$ cat src/rtl/array_result_drain.sv
// Snapshots sixteen array accumulators, clears the array, then drains the words.
// Define ARRAY_RESULT_DRAIN_PARITY_EN to drive even parity on out_data[31].
module array_result_drain #(
  parameter int CLR_CYCLES = 1
) (
  input  logic         clk,
  input  logic         reset,
  input  logic [271:0] fc_flat,
  input  logic         capture,
  output logic         acc_resetn,
  output logic [31:0]  out_data,
  output logic         out_valid,
  input  logic         out_ready,
  output logic         out_last,
  output logic         busy,
  output logic         done
);

  typedef enum logic [1:0] {
    IDLE,
    CLEAR,
    DRAIN
  } state_t;

  state_t      state;
  state_t      state_nx;
  logic [16:0] snap [16];
  logic [3:0]  idx;
  logic [3:0]  idx_nx;
  logic [3:0]  cnt;
  logic [3:0]  cnt_nx;
  logic        done_q;
  logic        done_nx;
  logic        take;
  logic [30:0] word;
  logic        par;

  assign take = (state == IDLE) && capture;

  always_ff @(posedge clk) begin
    if (reset) begin
      state  <= IDLE;
      idx    <= 4'd0;
      cnt    <= 4'd0;
      done_q <= 1'b0;
    end else begin
      state  <= state_nx;
      idx    <= idx_nx;
      cnt    <= cnt_nx;
      done_q <= done_nx;
    end
  end

  // Snapshot lands on the same edge that enters CLEAR.
  always_ff @(posedge clk) begin
    if (reset) begin
      for (int i = 0; i < 16; i++)
        snap[i] <= 17'd0;
    end else if (take) begin
      for (int i = 0; i < 16; i++)
        snap[i] <= fc_flat[17*i +: 17];
    end
  end

  always_comb begin
    state_nx = state;
    idx_nx   = idx;
    cnt_nx   = cnt;
    done_nx  = 1'b0;
    unique case (state)
      IDLE: begin
        if (capture) begin
          state_nx = CLEAR;
          cnt_nx   = 4'(CLR_CYCLES - 1);
          idx_nx   = 4'd0;
        end
      end
      CLEAR: begin
        if (cnt == 4'd0)
          state_nx = DRAIN;
        else
          cnt_nx = cnt - 4'd1;
      end
      DRAIN: begin
        if (out_ready) begin
          idx_nx = idx + 4'd1;
          if (idx == 4'd15) begin
            state_nx = IDLE;
            done_nx  = 1'b1;
          end
        end
      end
      default: state_nx = IDLE;
    endcase
  end

  assign word = {10'b0, idx, snap[idx]};

`ifdef ARRAY_RESULT_DRAIN_PARITY_EN
  assign par = ^word;
`else
  assign par = 1'b0;
`endif

  assign out_valid  = (state == DRAIN);
  assign out_data   = out_valid ? {par, word} : 32'd0;
  assign out_last   = out_valid && (idx == 4'd15);
  assign busy       = (state != IDLE);
  assign acc_resetn = (state != CLEAR);
  assign done       = done_q;

endmodule
$ cat config.mk
export PLATFORM = sky130hd
export DESIGN_NAME = array_result_drain
export DESIGN_NICKNAME = d
export VERILOG_FILES = /design/src/rtl/array_result_drain.sv
export SDC_FILE = /design/constraint.sdc
export NUM_CORES = 1
export LEC_CHECK = 0
export BUFFER_PORTS_ARGS = -buffer_cell sky130_fd_sc_hd__buf_2
export CORE_MARGIN = 2
export CORE_UTILIZATION = 45
export CTS_CLUSTER_SIZE = 14
export DETAILED_ROUTE_END_ITERATION = 7
export PLACE_DENSITY = 0.69
export SYNTH_ARGS = -nofsm -noshare
export SYNTH_HDL_FRONTEND = slang
export SYNTH_SLANG_ARGS = --single-unit
$ cat constraint.sdc
create_clock -name clk -period 12.4 [get_ports clk]
set_input_delay 1.24 -clock clk [delete_from_list [all_inputs] [get_ports clk]]
set_output_delay 1.24 -clock clk [all_outputs]
set_load 0.005 [all_outputs]
==> flow_metrics.tcl, run 1 <==
set metrics [dict create \
    final.setup.tns_ps 0 \
    synth_cells 953 \
    clk-insertion-delay-late_ps 560 \
    seq_area_frac_synth_pct 64.3 \
    cts_buffers 30 \
    finalHoldViolCount 0 \
    antenna_left 0 \
    firstDrtPassIters 5 \
    clk_pin_slew_ps 60 \
    finalWirelength_mm 32.8 \
    cts_tree "done" \
    multi_input_area_sq_mm 0.00428 \
    report.final.slew_viol_count 0 \
    hpwl_mm 23.1 \
    place_congestion 0.842 \
    via_count 8361 \
    layout_commonest_cell "buf_2" \
    post-route-period-util_pct 38.1 \
    synth.largest_area_cell "edfxtp_1" \
    critical_path_class "flop to output port" \
    ys_ff_latch 287 \
    synth_area_sq_mm 0.0132 \
    fin_crit_ps 4730 \
    p_clk_share_pct 35.0 \
    rsz0062_at_grt "false" \
    row_count 62 \
    grt_pass1_wl_mm 48.1 \
    finish.net_count 1507 \
    p_comb_share_pct 12.8 \
    routedWlPerCell_um 20.1 \
    p_sw_share_pct 24.1 \
    clock_path_buffers 3 \
    hold_buffers 0 \
    crit_fanout 57 \
    startpoint_type "flop" \
    p_total_mw 2.45 \
    syn_to_final_growth_pct 19.8 \
    drc 0 \
    root_buffer "clkbuf_16" \
    finalSetupViolations 0 \
    syn_avg_cell_area_sq_um 13.8 \
    antenna_found_initial 1 \
    ys_warn_count 0 \
    worst_ep_arrival_time_ps 3490 \
    p_int_mw 1.86 \
    p_seq_share_pct 52.2 \
    worst_slack_ps 7670 \
    ctsResizeCount 0 \
    first_iter_violations 737 \
    grt_pass1_vias 8314 \
    start_util_pct 45.7 \
    seqCellArea_sq_mm 0.00847 \
    synthTopCellsByArea "edfxtp_1 (62%), mux2i_1 (11%), and2_1 (8.3%)" \
    die_area_sq_mm 0.0306 \
    cts_sinks 287 \
    p_leak_nw 6.15 \
    tightest_slew_ps 1070 \
    port_buffers 301 \
    fmax_ghz 0.211 \
    die_w_um 175 \
    fin_util_pct 54.8 \
    die_y_um 175 \
    ir_drop_mv 0.103 \
    required_ps 11160 \
    fill_cells 2456 \
    power.switching_uw 591 \
    gr-total-overflow 0 \
    synth_cell_type_count 35 \
    hold_slack_ps 527 \
    worstSetupEndpointType "output port" \
    cts.htree.levels 1 \
    via_per_inst 5.11 \
    most-common-layout-cells "buf_2 (300), edfxtp_1 (272), and2_1 (175)" \
    ios 313 \
    maxSlewHeadroom_pct 28.7 \
    dp_slack_ps 8260 \
    yosys.area.top_type_share_pct 62.0 \
    drive_gt1_share_pct 28.6 \
    maxCapViolCount 0 \
    powerDensity_mw_per_mm2 155 \
    worstHoldPathType "flop to flop" \
    track_usage_pct 21.0 \
    core-area_sq_mm 0.0288 \
    grt_max_degree 141 \
    fin_skew_ps 18.0 \
    post_cts_buffers 0 \
    status "complete, no violations" \
]
==> path summary, 6_finish.rpt <==
kind	startpoint	end	slack [ps]	depth (start not counted)
setup / recovery	flop	out_data[13]	7670	6
hold / removal	cnt[3]	cnt[3]	530	3
setup reg to reg	state[0]	snap[3][13]	9330	4
hold reg to reg	cnt[3]	cnt[3]	530	3
==> synth_stat cells <==
cell type    n
edfxtp_1   272
and2_1     175
mux2i_1    139
nor2b_1     91
a22oi_1     68
clkbuf_1    32
nand2_1     22
nand3_1     19
buf_4       18
o21ai_0     18
and2b_1     16
dfxtp_1     15
buf_2       14
buf_6       12
nor2_1      10
inv_1        5
ha_1         3
a211o_1      2
a21oi_1      2
nand4_1      2
nor3_1       2
nor3b_1      2
xnor2_1      2
a2111oi_0    1
a41oi_1      1
and3b_1      1
and4_1       1
conb_1       1
nand2b_1     1
nand3b_1     1
nor2_8       1
o21ai_2      1
or2_2        1
or3b_4       1
xor2_1       1
==> cells by family after synthesis <==
logic type,synth area share (%)
simple gates,16.0
buf+inv,3.64
xor+xnor,0.200
mux,10.6
fa+ha+maj,0.285
other cells,0.0285
flops,64.3
compound gates,4.97
==> through the flow <==
stage | area (sq um) | instances
after floorplan | 13200 | 963
after global placement | 14800 | 1580
after detailed placement | 14800 | 1580
after CTS | 15800 | 1636
after global routing | 15800 | 1636
final | 15800 | 1637
==> final cells by class <==
| cell class | instances | share of cell area (%) |
|---|---|---|
| Multi-Input combinational cell | 595 | 27.1 |
| Timing Repair Buffer | 309 | 9.94 |
| Inverter | 5 | 0.167 |
| Sequential cell | 287 | 53.7 |
| Clock inverter | 10 | 0.547 |
| Clock buffer | 46 | 5.47 |
| Antenna cell | 1 | 0.0159 |
| Tap cell | 384 | 3.04 |
==> registers in the layout (all words and copies together), names as in the netlist, named ones only <==
name,cells
snap,272
cnt,4
idx,4
state,2
done,1
==> metal layers <==
| layer | part of all wire (%) | track usage, % | vias to the layer above | wire length (um) |
|---|---|---|---|---|
| li1 | - | - | 3978 | - |
| met1 | 43 | 28.6 | 4004 | 14000 |
| met2 | 47 | 33.7 | 307 | 15500 |
| met3 | 5.1 | 2.61 | 72 | 1680 |
| met4 | 5.0 | 10.1 | 0 | 1650 |
| met5 | 0 | 0 | - | 0 |
==> worst max-delay path, cell delays in order, from the launching register on <==
cell and delay [ps]:
dfxtp_4 810, buf_4 890, mux2i_1 190, a22oi_1 260, nand2_1 90, o21ai_0 410
buf_2 210
==> power by group through the flow <==
| stage | Clock, mW | Sequential [mW] | Combinational [mW] |
|---|---|---|---|
| floorplan | 0 | 1.30 | 0.213 |
| global placement | 0 | 1.30 | 0.309 |
| detailed placement | 0 | 1.30 | 0.315 |
| CTS | 0.872 | 1.28 | 0.316 |
| global route | 0.918 | 1.29 | 0.343 |
| finish | 0.859 | 1.28 | 0.313 |
Power figures use the tool's default switching activity.
==> run 2, diff against run 1 <==
--- a/config.mk
+++ b/config.mk
@@ -5,12 +5,13 @@
 export SDC_FILE = /design/constraint.sdc
 export NUM_CORES = 1
 export LEC_CHECK = 0
+export ABC_AREA = 1
 export BUFFER_PORTS_ARGS = -buffer_cell sky130_fd_sc_hd__buf_2
 export CORE_MARGIN = 2
 export CORE_UTILIZATION = 45
 export CTS_CLUSTER_SIZE = 14
 export DETAILED_ROUTE_END_ITERATION = 7
-export PLACE_DENSITY = 0.69
+export PLACE_DENSITY = 0.68
 export SYNTH_ARGS = -nofsm -noshare
 export SYNTH_HDL_FRONTEND = slang
 export SYNTH_SLANG_ARGS = --single-unit
==> constraint.sdc (replaced) <==
create_clock -name clk -period 4.4 [get_ports clk]
set_input_delay 0.44 -clock clk [delete_from_list [all_inputs] [get_ports clk]]
set_output_delay 0.44 -clock clk [all_outputs]
set_load 0.005 [all_outputs]
==> flow_metrics.tcl, run 2 <==
set metrics [dict create \
    status "complete, no violations" \
    required_ps 3960 \
    dp_cells 2361 \
    p_leak_nw 8.84 \
    p_total_mw 6.96 \
    finalWirelength_mm 39.5 \
    cp_top_family "buffers and inverters" \
    antenna_left 0 \
    die_w_um 183 \
    p_clk_share_pct 36.4 \
    maxSlewHeadroom_pct 19.6 \
    die_area_sq_mm 0.0334 \
    cts_tree "done" \
    die_y_um 183 \
    ys.flop_type "edfxtp_1" \
    cpPeakStageDelay_ps 940 \
    ys_warn_count 0 \
    worstHoldPathType "input port to flop" \
    final_area_sq_mm 0.0170 \
    fill_cells 2991 \
    grt_pass1_wl_mm 58.9 \
    ys_top_cells_by_count "inv_1 (425), nand2_1 (423), nor2_1 (284), edfxtp_1 (272), nand3_1 (176)" \
    crit_buf_inv 3 \
    cts.htree.levels 1 \
    grt_max_degree 162 \
    hpwl_mm 27.9 \
    synth_edf_count 272 \
    place_congestion 0.926 \
    post-route-period-util_pct 87.2 \
    start_util_pct 45.6 \
    largestRegisters "snap (272), cnt (4), idx (4)" \
    powerDensity_mw_per_mm2 409 \
    crit_fanout 100 \
    post_cts_buffers 0 \
    synth_cells 1735 \
    routedWlPerCell_um 16.3 \
    critical_path_class "flop to output port" \
    placed_cell_area_sq_mm 0.0160 \
    worst_ep_arrival_time_ps 3400 \
    worstSetupEndpointType "output port" \
    largest_reg_flops 272 \
    p_sw_share_pct 26.4 \
    synth.largest_area_cell "edfxtp_1" \
    layout_commonest_cell "inv_1" \
    drc 0 \
    clk_pin_slew_ps 60 \
    track_usage_pct 23.2 \
    port_buffers 301 \
    clk-insertion-delay-late_ps 560 \
    rsz0062_at_grt "false" \
    grt_pass1_vias 10715 \
    cp_cell_sequence "inv_4 -> buf_4 -> nand2_1 -> nand3_1 -> nand3_1 -> nand3_1 -> a21oi_1 -> buf_2" \
    via_count 11514 \
    ios 313 \
    cts_sinks 287 \
    finalHoldViolCount 0 \
    finalSetupViolations 0 \
    finish.net_count 2271 \
    cts_buffers 31 \
    startpoint_type "flop" \
    synth_area_sq_mm 0.0144 \
    first_iter_violations 1174 \
    root_buffer "clkbuf_16" \
    diodes 0 \
    clock_path_buffers 3 \
    most-common-layout-cells "inv_1 (423), nand2_1 (422), buf_2 (300)" \
    ctsResizeCount 0 \
    syn_avg_cell_area_sq_um 8.28 \
    yosysMostFrequentCell "inv_1" \
    row_count 65 \
    p_comb_share_pct 14.0 \
    ys_ff_latch 287 \
    maxCapViolCount 0 \
    hold_buffers 0 \
    yosys.area.top_type_share_pct 56.9 \
    p_seq_share_pct 49.6 \
    p_int_mw 5.12 \
    seq_area_frac_synth_pct 59.0 \
    syn_to_final_growth_pct 18.4 \
    report.final.slew_viol_count 0 \
    fmax_ghz 0.260 \
    via_per_inst 4.76 \
    synth_cell_type_count 18 \
    fin_crit_ps 3840 \
    power.switching_mw 1.84 \
    fin_skew_ps 8.04 \
    core-area_sq_mm 0.0315 \
    tightest_slew_ps 1200 \
    synthTopCellsByArea "edfxtp_1 (57%), inv_1 (11%), nand2_1 (11%)" \
    ir_drop_mv 0.269 \
    firstDrtPassIters 6 \
    async_reset_ff_share_pct 0 \
    path_common_cell "nand3_1" \
    regMostFlops "snap" \
    finalNonFillerCells 2418 \
    antenna_found_initial 0 \
    gr-total-overflow 0 \
    drive_gt1_share_pct 18.3 \
    cp_slowest_cell "dfxtp_4" \
]
## run 2: cell types whose count changed in the layout (fill, tap and decap cells not counted), sizes merged, moves of 139 or more
cell   change
and2     -175
nor2     +273
nand3    +157
mux2i    -139
nand2    +401
inv      +422
## run 2: layout make-up
class / instances / area, sq um / area share, %
inverters: 429 / 1620 / 9.50
well taps: 402 / 503 / 2.96
multi-input cells: 932 / 3820 / 22.4
clock inverters: 22 / 198 / 1.16
flip-flops and latches: 287 / 8470 / 49.8
repair buffers: 311 / 1610 / 9.46
clock buffers: 35 / 791 / 4.65
## run 2: path summary, 6_finish.rpt
check / startpoint / end / slack [ps] / depth (start not counted)
worst max-delay path: flop / out_data[4] / 560 / 8
worst min-delay path: fc_flat[249] / snap[14][11] / 160 / 3
worst max register to register: state[1] / snap[9][11] / 1900 / 7
worst min register to register: cnt[3] / cnt[3] / 470 / 2
## run 2: logic make-up (layout without fill, tap and decap cells)
group	after synthesis	after routing	synth area share, %
other	1	11	0.0261
AND/OR/NAND/NOR	887	887	24.8
adder cells (fa/ha/maj)	3	3	0.261
flip-flops	287	287	59.0
AO/OA/AOI/OAI	31	31	1.08
buffers and inverters	526	797	14.9
## run 2: stage by stage
stage	TNS, ps	setup WS (ps)	utilization [%]	hold WS [ps]
6_report	0	561	54.0	164
5_1_grt	0	301	54.0	158
4_1_cts	0	513	54.0	142
3_5_place_dp	0	1100	50.9	451
3_3_place_gp	0	1180	50.9	446
2_1_floorplan	-212230	-770	-	439
## run 2: worst min-delay path, cell delays in order
cell and delay [ps]:
buf_2 70, inv_1 30, nor2_1 70
## run 2: power by group through the flow
| stage | clock (mW) | combinational [mW] | sequential, mW |
|---|---|---|---|
| after global routing | 2.67 | 1.08 | 3.48 |
| after detailed placement | 0 | 0.967 | 3.50 |
| after CTS | 2.58 | 0.974 | 3.45 |
| after floorplan | 0 | 0.610 | 3.49 |
| final | 2.53 | 0.971 | 3.45 |
| after global placement | 0 | 0.959 | 3.50 |
## run 2: per-layer routing
metal	part of all wire, %	global-route usage, %	vias up
met5	0	0	-
met3	6.8	2.79	81
met4	4.9	10.6	0
li1	-	-	5704
met1	45	33.2	5187
met2	44	35.5	542
==> run 3, diff against run 2 <==
--- a/config.mk
+++ b/config.mk
@@ -11,7 +11,7 @@
 export CORE_UTILIZATION = 45
 export CTS_CLUSTER_SIZE = 14
 export DETAILED_ROUTE_END_ITERATION = 7
-export PLACE_DENSITY = 0.68
+export PLACE_DENSITY = 0.75
 export SYNTH_ARGS = -nofsm -noshare
 export SYNTH_HDL_FRONTEND = slang
 export SYNTH_SLANG_ARGS = --single-unit
==> flow_metrics.tcl, run 3 (same netlist as run 2, synthesis figures left out) <==
set metrics [dict create \
    fin_skew_ps 17.7 \
    place_congestion 0.920 \
    tightest_slew_ps 1030 \
    p_leak_nw 8.92 \
    report.final.slew_viol_count 0 \
    powerDensity_mw_per_mm2 418 \
    die_w_um 183 \
    path_common_cell "nand2_1" \
    largestRegisters "snap (272), cnt (4), idx (4)" \
    cpPeakStageDelay_ps 600 \
    ios 313 \
    rrSetupSlack_ps 2350 \
    routedWlPerCell_um 17.0 \
    r2r-start "state[0]" \
    diodes 0 \
    start_util_pct 45.6 \
    die_area_sq_mm 0.0334 \
    holdPathStages 3 \
    final.setup.tns_ps 0 \
    port_buffers 301 \
    cts_buffers 34 \
    ctsResizeCount 0 \
    hold_buffers 0 \
    maxCapViolCount 0 \
    clk-insertion-delay-late_ps 520 \
    finalHoldViolCount 0 \
    via_count 11688 \
    worstHoldPathType "input port to flop" \
    critical_path_class "flop to output port" \
    die_y_um 183 \
    grt_max_degree 137 \
    ir_drop_mv 0.275 \
    whs_endpoint "snap[5][3]" \
    fin_crit_ps 3230 \
    finish.net_count 2279 \
    hold_slack_ps 224 \
    holdCritStartpoint "fc_flat[88]" \
    hpwl_mm 29.1 \
    post_cts_buffers 0 \
    antenna_left 0 \
    worstSetupEndpointType "output port" \
    finalSetupViolations 0 \
    drc 0 \
    finalWirelength_mm 41.3 \
    grt_pass1_wl_mm 62.4 \
    required_ps 3960 \
    antenna_found_initial 0 \
    worst_ep_arrival_time_ps 2790 \
    cp_cell_sequence "inv_4 -> buf_4 -> nand2_1 -> nand2_1 -> nand2_1 -> nand3_1 -> nand3_1 -> a21oi_1 -> buf_2" \
    gr-total-overflow 0 \
    track_usage_pct 24.7 \
    maxSlewHeadroom_pct 31.1 \
    status "complete, no violations" \
    via_per_inst 4.81 \
    row_count 65 \
    root_buffer "clkbuf_16" \
    drive_gt1_share_pct 18.3 \
    grt_pass1_vias 11430 \
    fmax_ghz 0.309 \
    firstDrtPassIters 5 \
    largest_reg_flops 272 \
    cts.htree.levels 2 \
    cts_sinks 287 \
    rr_endpoint "snap[9][4]" \
    regMostFlops "snap" \
    cp_slowest_cell "inv_4" \
    core-area_sq_mm 0.0315 \
    reg2reg_depth 6 \
    most-common-layout-cells "inv_1 (423), nand2_1 (422), buf_2 (300)" \
    clk_pin_slew_ps 60 \
    layout_commonest_cell "inv_1" \
    post-route-period-util_pct 73.5 \
    rsz0062_at_grt "false" \
    first_iter_violations 1082 \
    cts_tree "done" \
    crit_fanout 81 \
    clock_path_buffers 3 \
    startpoint_type "flop" \
    syn_to_final_growth_pct 19.6 \
]
run 3: through the flow:
| stage | instance area, sq um | setup WS, ps | std cells | util, % | total power, mW |
|---|---|---|---|---|---|
| after floorplan | 14400 | -770 | 1745 | - | 4.10 |
| after global placement | 16100 | 1730 | 2366 | 51.1 | 4.44 |
| after detailed placement | 16100 | 1720 | 2366 | 51.1 | 4.46 |
| after CTS | 17200 | 1170 | 2428 | 54.6 | 7.20 |
| after global routing | 17200 | 1000 | 2428 | 54.6 | 7.46 |
| final | 17200 | 1170 | 2428 | 54.6 | 7.17 |
run 3: area by class of cell:
class | instances | area, sq um
Fill cell | 2886 | 14300
Multi-Input combinational cell | 932 | 3820
Inverter | 429 | 1620
Clock inverter | 13 | 108
Sequential cell | 287 | 8470
Tap cell | 402 | 503
Clock buffer | 49 | 981
Timing Repair Buffer | 316 | 1670
run 3: how the worst max path moves through the flow:
stage	endpoint	slack (ps)	cells after the start
after CTS	out_data[10]	1170	9
after global placement	out_data[12]	1730	9
final	out_data[5]	1170	9
after floorplan	snap[0][0]	-770	4
after detailed placement	out_data[10]	1720	9
after global routing	out_data[12]	1000	9
run 3: worst max-delay path, delay by kind of cell (launching register included):
family | cells | cell delay (ps)
AND/OR/NAND/NOR | 5 | 430
flip-flops | 1 | 360
AO/OA/AOI/OAI | 1 | 250
buffers and inverters | 3 | 1230
run 3: where the power goes:
part	total [mW]	switching, mW	internal, mW
Clock	2.76	1.09	1.67
Sequential	3.44	0.0916	3.35
Combinational	0.978	0.667	0.311
Total	7.17	1.85	5.32
run 3: routing by layer:
metal / share of wire (%) / track usage [%] / routed length, um
met1: 41 / 32.3 / 17000
met4: 4.6 / 11.5 / 1900
met2: 47 / 40.3 / 19500
met5: 0 / 0 / 0
met3: 7.3 / 4.27 / 3000
